`src/rtl/dfb_spi_pkg.sv`:
```
// dfb_spi_pkg
// Shared definitions for the DFB1 SPI target register port: transfer state
// encoding, command byte layout and register-file geometry.
`timescale 1ns/1ps
package dfb_spi_pkg;

  typedef enum logic [1:0] {
    IDLE,
    CMD,
    WR,
    RD
  } state_t;

  localparam int          CMD_READ_BIT = 7;      // command bit 7: 1 = read, 0 = write
  localparam int          ADDR_W       = 3;      // command bits [2:0]: start address
  localparam int          NREGS        = 8;
  localparam logic [7:0]  DEFAULT_ID   = 8'hDF;  // read-only contents of register 0

endpackage

```
`src/rtl/dfb_sync_edge.sv`:
```
// dfb_sync_edge
// Multi-flop synchroniser for an asynchronous pin, followed by one history
// flop that turns level changes into single-cycle rise/fall pulses.
//
// Ports:
//   clk   in   sampling clock
//   rst   in   asynchronous, active-high reset
//   d     in   asynchronous pin
//   rise  out  one-cycle pulse, synchronised 0->1 transition
//   fall  out  one-cycle pulse, synchronised 1->0 transition
//
// The chain and history flop reset to 0. For CS_N this means "assume
// selected" out of reset, so a transfer already under way at reset release
// produces no fall, and the first synchronised high shows up as a rise.
`timescale 1ns/1ps
module dfb_sync_edge #(
  parameter int STAGES = 2
) (
  input  logic clk,
  input  logic rst,
  input  logic d,
  output logic rise,
  output logic fall
);

  logic [STAGES-1:0] chain;
  logic              hist;

  // NOTE: non-blocking assignments so every flop samples the value its
  // neighbour held before this edge; blocking would collapse the chain.
  always_ff @(posedge clk or posedge rst) begin
    if (rst) begin
      chain <= '0;
      hist  <= 1'b0;
    end else begin
      chain <= {chain[STAGES-2:0], d};
      hist  <= chain[STAGES-1];
    end
  end

  assign rise =  chain[STAGES-1] & ~hist;
  assign fall = ~chain[STAGES-1] &  hist;

endmodule

```
`src/rtl/dfb_spi_target.sv`:
```
// dfb_spi_target
// SPI mode-0 target giving an external controller access to an 8x8 register
// file (register 0 is the read-only ID) plus a status byte that is returned
// during the command byte. Every pin is oversampled in the CLKOSC domain.
//
// Ports:
//   CLKOSC       in   system clock
//   RST          in   asynchronous, active-high reset
//   SPI_SCK      in   SPI clock (CPOL=0, CPHA=0)
//   SPI_MOSI     in   controller-out data, MSB first
//   SPI_CS_N     in   chip select, active-low
//   SPI_MISO     out  target-out data (1 when deselected)
//   SPI_MISO_OE  out  MISO driver enable, high while selected
//   STATUS       in   status byte, captured at CS_N fall
//   REGS         out  registers 7..1 in [63:8], ID_VALUE in [7:0]
//   WR_STB       out  one-cycle pulse per committed write
//   WR_ADDR      out  address of the committed write
//   WR_DATA      out  data of the committed write
//   BUSY         out  high while a transfer is in progress
//   IRQ_N        out  doorbell interrupt, only when SPI_TARGET_IRQ_EN is
//                     defined: set low by a write to register 7, released
//                     when a read loads register 7
`timescale 1ns/1ps
module dfb_spi_target
  import dfb_spi_pkg::*;
#(
  parameter logic [7:0] ID_VALUE    = DEFAULT_ID,
  parameter int         SYNC_STAGES = 2
) (
  input  logic        CLKOSC,
  input  logic        RST,
  input  logic        SPI_SCK,
  input  logic        SPI_MOSI,
  input  logic        SPI_CS_N,
  output logic        SPI_MISO,
  output logic        SPI_MISO_OE,
  input  logic [7:0]  STATUS,
  output logic [63:0] REGS,
  output logic        WR_STB,
  output logic [2:0]  WR_ADDR,
  output logic [7:0]  WR_DATA,
  output logic        BUSY
`ifdef SPI_TARGET_IRQ_EN
  ,
  output logic        IRQ_N
`endif
);

  state_t              state, next_state;
  logic                sck_rise, sck_fall, cs_rise, cs_fall;
  logic [SYNC_STAGES-1:0] mosi_sync;
  logic                mosi_s;
  logic                armed;
  logic [2:0]          bit_cnt;     // counts SCK rises within the current byte
  logic [ADDR_W-1:0]   addr;
  logic [6:0]          shift_in;
  logic [7:0]          shift_out;
  logic [7:0]          regs [NREGS];
  logic [7:0]          rx_byte;
  logic [7:0]          rd_byte;
  logic                start, byte_rise, commit, rd_load;

  dfb_sync_edge #(.STAGES(SYNC_STAGES)) u_sck (
    .clk (CLKOSC), .rst (RST), .d (SPI_SCK), .rise (sck_rise), .fall (sck_fall)
  );

  dfb_sync_edge #(.STAGES(SYNC_STAGES)) u_cs (
    .clk (CLKOSC), .rst (RST), .d (SPI_CS_N), .rise (cs_rise), .fall (cs_fall)
  );

  // MOSI gets the same depth as SCK so the sampled bit lines up with the
  // detected rise.
  always_ff @(posedge CLKOSC or posedge RST) begin
    if (RST) mosi_sync <= '0;
    else     mosi_sync <= {mosi_sync[SYNC_STAGES-2:0], SPI_MOSI};
  end
  assign mosi_s = mosi_sync[SYNC_STAGES-1];

  assign rx_byte   = {shift_in, mosi_s};
  assign rd_byte   = (addr == '0) ? ID_VALUE : regs[addr];
  assign start     = (state == IDLE) && cs_fall && armed;
  // A CS_N rise in the same cycle as an SCK edge cancels the edge.
  assign byte_rise = sck_rise && !cs_rise && (bit_cnt == 3'd7);
  assign commit    = (state == WR) && byte_rise;
  // bit_cnt wraps to 0 on the 8th rise, so a fall seen at 0 is the byte boundary.
  assign rd_load   = (state == RD) && sck_fall && !cs_rise && (bit_cnt == 3'd0);

  // State register
  always_ff @(posedge CLKOSC or posedge RST) begin
    if (RST) state <= IDLE;
    else     state <= next_state;
  end

  // Next-state logic
  // NOTE: next_state gets its default before any branch so every path
  // assigns it and no latch is inferred.
  always_comb begin
    next_state = state;
    if (cs_rise) begin
      next_state = IDLE;
    end else begin
      case (state)
        IDLE:    if (start) next_state = CMD;
        CMD:     if (byte_rise) next_state = rx_byte[CMD_READ_BIT] ? RD : WR;
        default: ;
      endcase
    end
  end

  // Output logic: MISO idles high and is only driven while selected.
  always_comb begin
    BUSY        = (state != IDLE);
    SPI_MISO_OE = (state != IDLE);
    SPI_MISO    = (state != IDLE) ? shift_out[7] : 1'b1;
  end

  // Datapath: shifters, address pointer, register file, write strobe
  always_ff @(posedge CLKOSC or posedge RST) begin
    if (RST) begin
      armed     <= 1'b0;
      bit_cnt   <= '0;
      addr      <= '0;
      shift_in  <= '0;
      shift_out <= 8'hFF;
      WR_STB    <= 1'b0;
      WR_ADDR   <= '0;
      WR_DATA   <= '0;
      // NOTE: the register file is reset explicitly because its contents are
      // architecturally visible on REGS and must read 0 after reset.
      for (int r = 0; r < NREGS; r++) regs[r] <= '0;
    end else begin
      WR_STB <= 1'b0;
      if (cs_rise) begin
        // The sync chain resets low, so the first high CS_N appears as a rise.
        armed   <= 1'b1;
        bit_cnt <= '0;
      end else begin
        if (start) begin
          shift_out <= STATUS;
          bit_cnt   <= '0;
        end
        if (state != IDLE && sck_rise) begin
          shift_in <= rx_byte[6:0];
          bit_cnt  <= bit_cnt + 3'd1;
        end
        if (state == CMD && byte_rise) addr <= rx_byte[ADDR_W-1:0];
        if (commit) begin
          // Register 0 is the ID: the write is dropped but the pointer moves on.
          if (addr != '0) begin
            regs[addr] <= rx_byte;
            WR_STB     <= 1'b1;
            WR_ADDR    <= addr;
            WR_DATA    <= rx_byte;
          end
          addr <= addr + ADDR_W'(1);
        end
        if (state != IDLE && sck_fall) begin
          if (rd_load) begin
            shift_out <= rd_byte;
            addr      <= addr + ADDR_W'(1);
          end else begin
            // Shifting in ones makes the write phase return 8'hFF.
            shift_out <= {shift_out[6:0], 1'b1};
          end
        end
      end
    end
  end

  always_comb begin
    REGS      = '0;
    REGS[7:0] = ID_VALUE;
    for (int r = 1; r < NREGS; r++) REGS[8*r +: 8] = regs[r];
  end

`ifdef SPI_TARGET_IRQ_EN
  // Doorbell: set has priority over clear.
  always_ff @(posedge CLKOSC or posedge RST) begin
    if (RST)                                          IRQ_N <= 1'b1;
    else if (commit  && addr == ADDR_W'(NREGS - 1))   IRQ_N <= 1'b0;
    else if (rd_load && addr == ADDR_W'(NREGS - 1))   IRQ_N <= 1'b1;
  end
`endif

endmodule

```
`config.mk`:
```
export PLATFORM = sky130hd
export DESIGN_NAME = dfb_spi_target
export DESIGN_NICKNAME = d
export VERILOG_FILES = /design/src/rtl/dfb_spi_pkg.sv /design/src/rtl/dfb_sync_edge.sv /design/src/rtl/dfb_spi_target.sv
export SDC_FILE = /design/constraint.sdc
export NUM_CORES = 1
export LEC_CHECK = 0
export CORE_MARGIN = 2
export CORE_UTILIZATION = 55
export DETAILED_ROUTE_END_ITERATION = 12
export PLACE_DENSITY = 0.94
export SYNTH_ARGS = -nofsm -noshare
export SYNTH_HDL_FRONTEND = slang
export SYNTH_SLANG_ARGS = --single-unit
export TNS_END_PERCENT = 50
```
`constraint.sdc`:
```
create_clock -name CLKOSC -period 6 [get_ports CLKOSC]
set_input_delay 1.2 -clock CLKOSC [delete_from_list [all_inputs] [get_ports CLKOSC]]
set_output_delay 1.2 -clock CLKOSC [all_outputs]
set_load 0.05 [all_outputs]
```
# Yosys cells after proc, flatten, opt, wreduce, memory -nomap -nowiden
# Index checks and enable logic that the tools add are counted.
# W data, S select, Z words.
op_classes:
  n_mux: 26
  n_lt_le_gt_ge: 2
  add_sub_neg: 2
  n_bitwise: 10
  n_reduce_logical: 25
  eq_ne: 6
op_table:
  columns: ["cell", "count"]
  rows:
  - ["$bwmux W64", 1]
  - ["$mux W8", 7]
  - ["$bmux W8 S3", 1]
  - ["$demux W8 S3", 1]
  - ["$mux W3", 7]
  - ["$logic_and A1 B1 Y1", 12]
  - ["$reduce_bool A3 Y1", 3]
  - ["$add A3 B1 Y3 const B", 2]
  - ["$logic_not A3 Y1", 2]
  - ["$mux W2", 3]
  - ["$ne A3 B3 Y1 const B", 2]
  - ["$reduce_and A3 Y1", 2]
  - ["$mux W1", 5]
  - ["$not A1 Y1", 5]
  - ["$and A1 B1 Y1", 4]
  - ["$eq A2 B2 Y1 const B", 2]
  - ["$ge A4 B4 Y1 const B", 1]
  - ["$lt A4 B1 Y1 const B", 1]
  - ["$not A3 Y4", 1]
  - ["$pmux W2 S2", 1]
  - ["$reduce_and A2 Y1", 2]
  - ["$reduce_bool A2 Y1", 2]
  - ["$eq A3 B3 Y1 const B", 1]
  - ["$eq A2 B1 Y1 const B", 1]
  - ["other kinds (2)", 2]
totals:
  word_cells: 93
  ff_bits: 108

# Logic depth before layout (Yosys ltp)
depth:
  depth_word: 10
  depth_mapped: 8
  depth_no_buf: 6

# Hierarchy
# A second synthesis with hierarchy kept.
hier_totals:
  hier_cells: 412
  hier_area_um2: 5405.2
modules_own_cells:
  columns: ["module", "instances", "cells_each", "area_each_um2"]
  rows:
  - ["dfb_spi_target", 1, 400, 5217.5]
  - ["dfb_sync_edge", 2, 6, 93.8]

# Least setup slack after synthesis
# Ideal clock, no wire load.
synth_path:
  path_kind: "register to output"
  start: "register state[1]"
  end: "output SPI_MISO"
  t_arrival_ns: 1.553
  slack_ns: 3.247
  stages_incl_launch_ff: 5
  n_path_buf: 1
  t_required_ns: 4.800
  cell_sequence: "dfrtp_1 buf_6 nor2_1 inv_1 nand2b_1"
synth_between:
  elab_chain_cells: 2
synth_rtl:
  columns: ["item", "line", "source"]
  rows:
  - ["start, declared", "dfb_spi_target.sv:49", "state_t state, next_state;"]
  - ["start signal, assigned", "dfb_spi_target.sv:91", "else state <= next_state;"]
  - ["$reduce_bool A2 Y1", null, null]
  - ["net BUSY", "dfb_spi_target.sv:42", "output logic BUSY"]
  - ["$mux W1", "dfb_spi_target.sv:114", "SPI_MISO = (state != IDLE) ? shift_out[7] : 1'b1;"]
  - ["end, declared", "dfb_spi_target.sv:35", "output logic SPI_MISO,"]
# The timed path passes the listed nets, and every way through them passes these cells.

# Final worst setup path
layout_path:
  start: "register state[1]"
  end: "output SPI_MISO"
layout_between:
  elab_chain_cells: 2
layout_rtl:
  columns: ["item", "line"]
  rows:
  - ["$reduce_bool A2 Y1", "dfb_spi_target.sv:114"]
  - ["$mux W1", "dfb_spi_target.sv:114"]
# No other way between the ends.

==> impl_metrics.yaml <==
min_path:
  min_from: "u_cs.chain[0]"
  hp-class: "flip-flop to flip-flop"
detailed_routing:
  routed_wl_um: 11700
  drt_pass1_iterations: 4
  wl_per_cell_um: 20.5
  vias: 3252
  drt-initial-drc-count: 215
  drc: 0
  viasPerCell: 5.71
  ant_nets: 0
sta:
  worst_pin_slew_ns: 1.27
  clock_skew_ns: 0.0184
  setup_viol: 0
  fin_tns_setup_ns: 0
  hold_viol: 0
  holdWs_ns: 0.360
  period_needed_ns: 3.52
  min_period_over_period_pct: 58.6
  slew_violations: 0
  max_freq_ghz: 0.284
  rsz0062_at_grt: "false"
  slew_headroom_pct: 14.2
layout:
  area_delta_synth_final_pct: 11.6
  utilization_pct: 62.7
  drive_above_1_share_pct: 32.3
  nNetsFinal: 450
  nFillCells: 714
  n_antenna_cell: 0
logic_synthesis:
  synth_cells: 419
  synthArstFlopShare_pct: 100
  synthesis.area_mm2: 0.00545
  synth.distinct_cells: 47
  yosysSeqAreaShare_pct: 49.8
  synth_ff_type: "dfrtp_1"
  ys_ff_latch: 108
  synth_area_leaders: "dfrtp_1 46%, mux2_2 17%, buf_4 9.1%, mux4_2 6.6%, dfstp_2 3.9%"
  syn_area_per_cell_um2: 13.0
  synth_warnings: 0
  synth_area_leader_cell: "dfrtp_1"
  yosysTopAreaCellShare_pct: 46.0
  synth_edf_count: 0
clock_tree:
  cts_tree: "yes"
  cts_setup_buffers: 0
  clk_pin_slew_ns: 0.11
  numClockSinks: 108
  cts_hold_buf: 0
  clock_path_buffers: 2
  numCtsBuffers: 9
  cts_max_level: 3
  cts_root_buf: "clkbuf_8"
  clk_latency_ns: 0.39
  cts_resized: 0
worst_setup_path:
  crit_path_end_kind: "output pin"
  r2r-start: "addr[1]"
  crit_type: "flip-flop to output pin"
  path_max_fanout: 8
  startpoint_type: "flip-flop"
  worstPathArrival_ns: 2.32
  required_ns: 4.80
  crit_start: "state[1]"
die:
  die_w_um: 104
  initial_core_util_pct: 56.2
  die_h_um: 104
  core_region_area_mm2: 0.00968
  ios: 92
  die_area_mm2: 0.0107
  rows: 36
flow_run:
  maxCapViolCount: 0
global_route:
  grt_antenna_before_repair: 0
  grt_pass1_vias: 3339
  grtUsageTotal_pct: 22.6
  overflow: 0
  grt_first_pass_wirelength_um: 18600
  grt_max_degree: 63
run_status:
  status: "completed"
place:
  hpwlAfterDp_um: 7900
  numPortBuffers: 83
  place_congestion: 0.862
power_and_ir_drop:
  powerDensity_mw_per_mm2: 236
  p_leak_nw: 2.71
  max-vdd-ir-drop_uv: 152
  total_power_mw: 1.44
[logic make-up (layout without fill, tap and decap cells)]
logic type	after synthesis	in the layout	synth area share, %
buffers and inverters	97	109	11.8
AO/OA/AOI/OAI	32	32	3.63
flip-flops	108	108	49.8
adder cells (fa/ha/maj)	5	5	1.15
AND/OR/NAND/NOR	69	69	7.72
other	2	8	0.138
multiplexers	106	106	25.7
[critical path: stages, from the launching register on]
cell and delay, ns:
dfrtp_1 0.47, nor2_1 0.39, inv_1 0.18, nand2b_1 0.10, clkdlybuf4s50_1 0.79
[per-layer routing]
layer	part of all wire (%)	wire (um)	global-route usage, %
met4	1.9	219	7.14
met2	50	5830	35.2
met3	6.3	740	6.99
met1	42	4900	30.5
met5	0	0	0
[per-stage QoR]
step | setup WS [ns] | area (um2) | std cells
floorplan | 1.97 | 5470 | 425
global route | 2.34 | 6080 | 570
finish | 2.48 | 6080 | 570
CTS | 2.49 | 6080 | 570
detailed placement | 2.72 | 5870 | 554
global placement | 2.85 | 5870 | 554
[final timing paths]
path	end	slack [ns]	cells after the start
max	SPI_MISO	2.48	4
min	u_cs.chain[1]	0.36	0
max reg2reg	REGS[13]	2.64	5
min reg2reg	u_cs.chain[1]	0.36	0
max in group asynchronous	bit_cnt[0]	3.65	3
min in group asynchronous	WR_ADDR[2]	1.29	2
[report_power, final]
part | internal, mW | total [mW] | switching (mW)
Clock | 0.175 | 0.454 | 0.278
Combinational | 0.0544 | 0.131 | 0.0768
Sequential | 0.781 | 0.850 | 0.0692
Total | 1.01 | 1.44 | 0.425
[state kept, by name, summed over array words and instances (netlist names)]
signal       count
armed            1
u_cs.hist        1
u_cs.chain       2
bit_cnt          3
state            2
shift_in         7
shift_out        8
mosi_sync        2
WR_STB           1
REGS            56
u_sck.hist       1
addr             3
WR_DATA          8
regs             8
WR_ADDR          3
u_sck.chain      2
[cells in the final DEF (no fill, tap or decap), drive strengths merged, types with 4 or more instances in the layout]
cell type      netlist  layout
inv                  8      11
dfrtp              100     100
mux2                88      88
ha                   5       5
nor3                23      23
clkbuf              14      10
conb                 2       8
a211oi               6       6
nand2b               5       5
a21oi               10      10
clkdlybuf4s50        0      83
nor2                 4       4
dfstp                8       8
o21ai               10      10
mux4                16      16
nand2                9       9
nand3                6       6
[area by class of cell]
class	instances	area, um2	area share, %
multi-input combinational	220	2110	34.8
clock buffer	10	138	2.27
sequential	108	2710	44.6
timing repair buffer	85	846	13.9
inverter	8	32.5	0.535
clock inverter	6	68.8	1.13
tap	133	166	2.74
[Yosys cell counts (2+ instances only)]
| library cell | count |
|---|---|
| inv_1 | 7 |
| conb_1 | 2 |
| a211oi_1 | 6 |
| a21oi_1 | 10 |
| nand3b_1 | 2 |
| nand2b_1 | 4 |
| mux2_4 | 8 |
| dfrtp_1 | 100 |
| o21ai_0 | 10 |
| nor4b_1 | 2 |
| mux4_2 | 16 |
| dfstp_2 | 8 |
| or3_1 | 3 |
| nand3_1 | 6 |
| buf_6 | 3 |
| clkbuf_1 | 14 |
| nand2_1 | 9 |
| nor2b_1 | 2 |
| mux2i_1 | 2 |
| buf_2 | 2 |
| buf_4 | 66 |
| nor3_2 | 4 |
| nor2_1 | 4 |
| and3_1 | 2 |
| mux2_2 | 80 |
| buf_1 | 3 |
| nand4_1 | 2 |
| nor3_1 | 19 |
| ha_1 | 5 |
Note: power is estimated with default switching activity, not from simulation.
